## src/rtl/stopwatch_dp.sv

```systemverilog
// rtl/stopwatch_dp.sv - stopwatch datapath: centisecond prescaler and hh:mm:ss.cc counter cascade
//
// Purpose
//   Divides clk down to a TICK_HZ tick and maintains cascaded centisecond,
//   second, minute and hour counters for the display mux. Run/stop and clear
//   are levels produced by the upstream control unit.
//
// Parameters
//   CLK_FREQ   system clock frequency in Hz
//   TICK_HZ    rate of the lowest digit; DIV = CLK_FREQ/TICK_HZ, integer >= 2
//
// Ports
//   clk         in   system clock, rising edge
//   reset       in   asynchronous active-low reset
//   i_run_stop  in   1 = count, 0 = hold (prescaler phase preserved)
//   i_clear     in   1 = synchronous clear of prescaler and all counters
//   o_tick      out  one-clk pulse coincident with each new o_msec value
//   o_msec      out  centiseconds 0..99
//   o_sec       out  seconds 0..59
//   o_min       out  minutes 0..59
//   o_hour      out  hours 0..23
//   i_lap       in   (STOPWATCH_LAP_EN) one-clk lap button pulse
//   o_lap_hold  out  (STOPWATCH_LAP_EN) 1 = outputs show the frozen lap values
//
// Build option
//   STOPWATCH_LAP_EN  adds the lap freeze registers and the two lap ports

module stopwatch_dp #(
    parameter int CLK_FREQ = 100_000_000,
    parameter int TICK_HZ  = 100
) (
    input  logic       clk,
    input  logic       reset,
    input  logic       i_run_stop,
    input  logic       i_clear,
    output logic       o_tick,
    output logic [6:0] o_msec,
    output logic [5:0] o_sec,
    output logic [5:0] o_min,
    output logic [4:0] o_hour
`ifdef STOPWATCH_LAP_EN
    ,
    input  logic       i_lap,
    output logic       o_lap_hold
`endif
);

    localparam int DIV = CLK_FREQ / TICK_HZ;
    localparam int CW  = (DIV > 1) ? $clog2(DIV) : 1;
    localparam logic [CW-1:0] TICK_LAST = CW'(DIV - 1);

    // ------------------------------------------------------------------
    // State
    // ------------------------------------------------------------------
    logic [CW-1:0] tick_cnt_q, tick_cnt_d;
    logic          tick_q,     tick_d;
    logic [6:0]    msec_q,     msec_d;
    logic [5:0]    sec_q,      sec_d;
    logic [5:0]    min_q,      min_d;
    logic [4:0]    hour_q,     hour_d;

    // ------------------------------------------------------------------
    // Next-state logic: prescaler and digit cascade
    // ------------------------------------------------------------------
    always_comb begin
        tick_cnt_d = tick_cnt_q;
        tick_d     = 1'b0;
        msec_d     = msec_q;
        sec_d      = sec_q;
        min_d      = min_q;
        hour_d     = hour_q;

        if (i_clear) begin
            // Clear wins over run; everything returns to zero.
            tick_cnt_d = '0;
            msec_d     = '0;
            sec_d      = '0;
            min_d      = '0;
            hour_d     = '0;
        end else if (i_run_stop) begin
            if (tick_cnt_q == TICK_LAST) begin
                tick_cnt_d = '0;
                tick_d     = 1'b1;
                // Full carry chain resolved in one cycle so the display
                // never shows an intermediate digit combination.
                if (msec_q == 7'd99) begin
                    msec_d = '0;
                    if (sec_q == 6'd59) begin
                        sec_d = '0;
                        if (min_q == 6'd59) begin
                            min_d = '0;
                            if (hour_q == 5'd23) begin
                                hour_d = '0;
                            end else begin
                                hour_d = hour_q + 5'd1;
                            end
                        end else begin
                            min_d = min_q + 6'd1;
                        end
                    end else begin
                        sec_d = sec_q + 6'd1;
                    end
                end else begin
                    msec_d = msec_q + 7'd1;
                end
            end else begin
                tick_cnt_d = tick_cnt_q + CW'(1);
            end
        end
        // Hold: prescaler keeps its phase so resume is seamless.
    end

    always_ff @(posedge clk or negedge reset) begin
        if (!reset) begin
            tick_cnt_q <= '0;
            tick_q     <= 1'b0;
            msec_q     <= '0;
            sec_q      <= '0;
            min_q      <= '0;
            hour_q     <= '0;
        end else begin
            tick_cnt_q <= tick_cnt_d;
            tick_q     <= tick_d;
            msec_q     <= msec_d;
            sec_q      <= sec_d;
            min_q      <= min_d;
            hour_q     <= hour_d;
        end
    end

    assign o_tick = tick_q;

`ifdef STOPWATCH_LAP_EN
    // ------------------------------------------------------------------
    // Lap freeze: snapshot of the live counters, shown while lap_hold_q=1.
    // Counting underneath is never disturbed.
    // ------------------------------------------------------------------
    logic       lap_hold_q, lap_hold_d;
    logic [6:0] lap_msec_q, lap_msec_d;
    logic [5:0] lap_sec_q,  lap_sec_d;
    logic [5:0] lap_min_q,  lap_min_d;
    logic [4:0] lap_hour_q, lap_hour_d;

    always_comb begin
        lap_hold_d = lap_hold_q;
        lap_msec_d = lap_msec_q;
        lap_sec_d  = lap_sec_q;
        lap_min_d  = lap_min_q;
        lap_hour_d = lap_hour_q;

        if (i_clear) begin
            // Lap presses are ignored while clearing.
            lap_hold_d = 1'b0;
            lap_msec_d = '0;
            lap_sec_d  = '0;
            lap_min_d  = '0;
            lap_hour_d = '0;
        end else if (i_lap) begin
            if (!lap_hold_q) begin
                // Snapshot the values visible before this edge.
                lap_hold_d = 1'b1;
                lap_msec_d = msec_q;
                lap_sec_d  = sec_q;
                lap_min_d  = min_q;
                lap_hour_d = hour_q;
            end else begin
                lap_hold_d = 1'b0;
            end
        end
    end

    always_ff @(posedge clk or negedge reset) begin
        if (!reset) begin
            lap_hold_q <= 1'b0;
            lap_msec_q <= '0;
            lap_sec_q  <= '0;
            lap_min_q  <= '0;
            lap_hour_q <= '0;
        end else begin
            lap_hold_q <= lap_hold_d;
            lap_msec_q <= lap_msec_d;
            lap_sec_q  <= lap_sec_d;
            lap_min_q  <= lap_min_d;
            lap_hour_q <= lap_hour_d;
        end
    end

    // Selection between two register banks only; no input reaches an output.
    assign o_lap_hold = lap_hold_q;
    assign o_msec     = lap_hold_q ? lap_msec_q : msec_q;
    assign o_sec      = lap_hold_q ? lap_sec_q  : sec_q;
    assign o_min      = lap_hold_q ? lap_min_q  : min_q;
    assign o_hour     = lap_hold_q ? lap_hour_q : hour_q;
`else
    assign o_msec = msec_q;
    assign o_sec  = sec_q;
    assign o_min  = min_q;
    assign o_hour = hour_q;
`endif

endmodule
```

## config.mk

```make
export PLATFORM = sky130hd
export DESIGN_NAME = stopwatch_dp
export DESIGN_NICKNAME = d
export VERILOG_FILES = /design/src/rtl/stopwatch_dp.sv
export SDC_FILE = /design/constraint.sdc
export NUM_CORES = 1
export LEC_CHECK = 0
export ABC_AREA = 1
export CORE_MARGIN = 4
export CORE_UTILIZATION = 60
export CTS_CLUSTER_DIAMETER = 100
export DETAILED_ROUTE_END_ITERATION = 7
export DONT_BUFFER_PORTS = 1
export PLACE_DENSITY_LB_ADDON = 0.12
export SYNTH_ARGS = -nofsm -noshare
export SYNTH_HDL_FRONTEND = slang
export SYNTH_SLANG_ARGS = --single-unit
```

## constraint.sdc

```tcl
create_clock -name clk -period 3 [get_ports clk]
set_clock_uncertainty 0.05 [all_clocks]
set_input_delay 0.45 -clock clk [delete_from_list [all_inputs] [get_ports clk]]
set_output_delay 0.45 -clock clk [all_outputs]
set_load 0.03 [all_outputs]
```

==> reports/qor.json <==
{
  "cts": {
    "inserted_clock_buffers": 5,
    "cts_hold_bufs": 2,
    "quantity_of_gates_resized_following_cts": 0,
    "cts_tree": "yes",
    "cts-root-to-sink-buffers": 2,
    "postCtsSetupBuffers": 0,
    "clock_sink_count": 45,
    "clock_root_buffer_master": "sky130_fd_sc_hd__clkbuf_8",
    "htree_num_levels": 2,
    "clkSlewWorstSetupHoldPaths_ps": 90,
    "clock_insertion_delay_worst_skew_ps": 310
  },
  "drt": {
    "wire_length_reported_by_the_detailed_router_um": 6031,
    "drtPass1Iterations": 4,
    "detailroute.via_count": 2429,
    "dr.first_iter.drc_count": 194,
    "detail-route-antenna-nets": 0,
    "route.detailed.drc": 0,
    "routedWlPerCell_um": 13.74,
    "via_cell_ratio": 5.533
  },
  "synth": {
    "mappedNetlistArea_um2": 2739,
    "ys_dominant_reg_cell": "sky130_fd_sc_hd__dfrtp_1",
    "yosys.area.top_type": "sky130_fd_sc_hd__dfrtp_1",
    "synth.yosys.warnings": 0,
    "synth_top_cell_area_share": 0.4111,
    "ys_top_cells_by_area": "sky130_fd_sc_hd__dfrtp_1 (41%), sky130_fd_sc_hd__nand2_1 (16%), sky130_fd_sc_hd__nor2_1 (7.8%)",
    "postSynth.asyncResetShare": 1.000,
    "postSynthNetCount": 393,
    "syn-instance-count": 384,
    "part_of_the_yosys_area_used_for_sequential_elements": 0.4111,
    "synth_enable_flop_cells": 0,
    "yosys-top-cells-count": "sky130_fd_sc_hd__nand2_1 (114), sky130_fd_sc_hd__nor2_1 (57), sky130_fd_sc_hd__dfrtp_1 (45)",
    "most_numerous_cell_in_the_yosys_netlist": "sky130_fd_sc_hd__nand2_1",
    "synth_cell_types": 34,
    "syn-mean-instance-area_um2": 7.132,
    "ys_seq_elements": 45
  },
  "timing": {
    "slew_headroom": 0.5276,
    "rsz_0062_raised_after_global_routing": "no",
    "finalWorstPathRequiredPeriod_ps": 2132,
    "tns_ps": 0,
    "maxSlewViolCount": 0,
    "max_slew.worst_pin.slew_ps": 707.0,
    "fmax_mhz": 469.1,
    "timing.final.setup_violations": 0,
    "report.final.hold_viol_count": 0,
    "layout_worst_path_cycle_share": 0.7106
  },
  "power": {
    "power_per_cell_area_nw_per_um2": 501.9,
    "power_leakage_nw": 1.416,
    "power.ir.vdd_worst_v": 0.0003009,
    "p_total_mw": 1.463
  },
  "final_layout": {
    "share_of_cells_above_drive_strength_1": 0.07494,
    "fin_nets": 395,
    "finalInstanceArea_um2": 2915,
    "antenna-diode-count": 0,
    "finalCoreUtilization": 0.6650,
    "syn_to_final_growth_pct": 6.441,
    "layout.cells.non_filler": 439
  },
  "run_status": {
    "status": "completed"
  },
  "floorplan": {
    "boundary_pins": 29,
    "core_area_um2": 4384,
    "floorplan.initialDensity": 0.6247,
    "die_x_um": 75.57,
    "die_area_um2": 5710,
    "die_height_um": 75.57,
    "std_cell_rows": 24
  },
  "global_route": {
    "grt_pass1_vias": 2228,
    "antenna_found_initial": 0,
    "maximum_number_of_pins_on_one_net_before_global_route_repair": 46,
    "overflow": 0,
    "grt_util_all_layers": 0.2275,
    "first_pass_grt_wire_length_um": 10020
  },
  "critical_path": {
    "timing.critical_path.slowest_stage_cell": "sky130_fd_sc_hd__dfrtp_1",
    "crit_type": "register to register",
    "crit_path_cell_trace": "ha_1, inv_1, nor3_1, nand2_1, o21ai_2, nand2_2, nand2_1, nand2_1",
    "crit_path_max_fanout": 7,
    "kind_of_start_point_of_the_critical_path": "register",
    "worst_ep_arrival_time_ps": 2270,
    "rr_startpoint": "o_msec[0]$_DFFE_PN0P_",
    "critPathTopFamily": "simple AND/OR/NAND/NOR gates",
    "worst_path_largest_cell_delay_ps": 600,
    "cp.required_ps": 3140,
    "path_buf_inv": 1,
    "endpoint_class_of_the_critical_path": "register",
    "crit_top_cell": "sky130_fd_sc_hd__nand2_1",
    "critical_path_launch_point": "o_msec[0]$_DFFE_PN0P_"
  },
  "placed_design": {
    "dp.cells": 429,
    "dp.final_hpwl_um": 4301,
    "portBuffers": 0,
    "placedInstanceArea_um2": 2766,
    "place_congestion": 0.8589
  },
  "job": {
    "cap_viol_max_count": 0
  },
  "hold_path": {
    "hold_path.class": "input pin to register",
    "min-delay-start": "i_clear"
  }
}
[report_power, final]
part	internal [mW]	switching, mW
sequential	0.655	0.160
clock	0.250	0.218
combinational	0.0731	0.107
[state kept, by name, summed over array words and instances, names as in the netlist]
register,flops
tick_cnt_q,20
o_msec,7
o_min,6
o_sec,6
o_hour,5
o_tick,1
[layout make-up]
type	count	area [um2]
well taps	52	65.06
multi-input cells	286	1398
repair buffers	2	37.54
fillers	404	1469
clock inverters	2	38.79
flip-flops and latches	45	1126
clock buffers	6	72.57
inverters	46	177.7
[cell usage in the layout, fill, tap and decap left out, drive strengths merged, types with 2 or more instances in the layout]
cell / count
nand2: 122
nor2: 58
inv: 46
dfrtp: 45
nand3: 29
nand4: 20
o21ai: 18
nor3: 11
xor2: 7
clkbuf: 6
a21oi: 5
ha: 5
xnor2: 2
[path summary, 6_finish.rpt]
check,to,slack (ps),cells after the start
max,o_min[2]$_DFFE_PN0P_,870,8
min,o_tick$_DFF_PN0_,190,1
max reg2reg,o_min[2]$_DFFE_PN0P_,870,8
min reg2reg,tick_cnt_q[1]$_DFFE_PN0P_,480,2
max in group asynchronous,tick_cnt_q[3]$_DFFE_PN0P_,2100,2
min in group asynchronous,tick_cnt_q[17]$_DFFE_PN0P_,580,2
[kinds of logic (layout without fill, tap and decap cells)]
group | Yosys count | in the layout | synth area share
AND/OR/NAND/NOR | 243 | 243 | 0.3965
buffers and inverters | 53 | 56 | 0.07857
flip-flops | 45 | 45 | 0.4111
AO/OA/AOI/OAI | 29 | 29 | 0.06213
XOR/XNOR | 9 | 9 | 0.02878
adder cells (fa/ha/maj) | 5 | 5 | 0.02284
[through the flow]
stage          setup WS [ps]  hold slack (ps)
4_1_cts                887.7            186.9
3_3_place_gp           932.9            105.6
6_report               868.1            186.7
5_1_grt                674.6            186.2
3_5_place_dp           910.8            105.5
2_1_floorplan           1237            104.4
[layer usage]
metal / routed length (um) / GRT usage
met5: 0 / 0
met4: 63 / 0.06796
met3: 319 / 0.04617
met2: 2780 / 0.3547
met1: 2868 / 0.3205
[worst register-to-register path: cells and delay by family, from the launching register on]
kind / cells / cell delay (ps)
AO/OA/AOI/OAI: 1 / 360
adder cells (fa/ha/maj): 1 / 280
buffers and inverters: 1 / 60
flip-flops: 1 / 600
AND/OR/NAND/NOR: 5 / 670
Power figures use the tool's default switching activity.
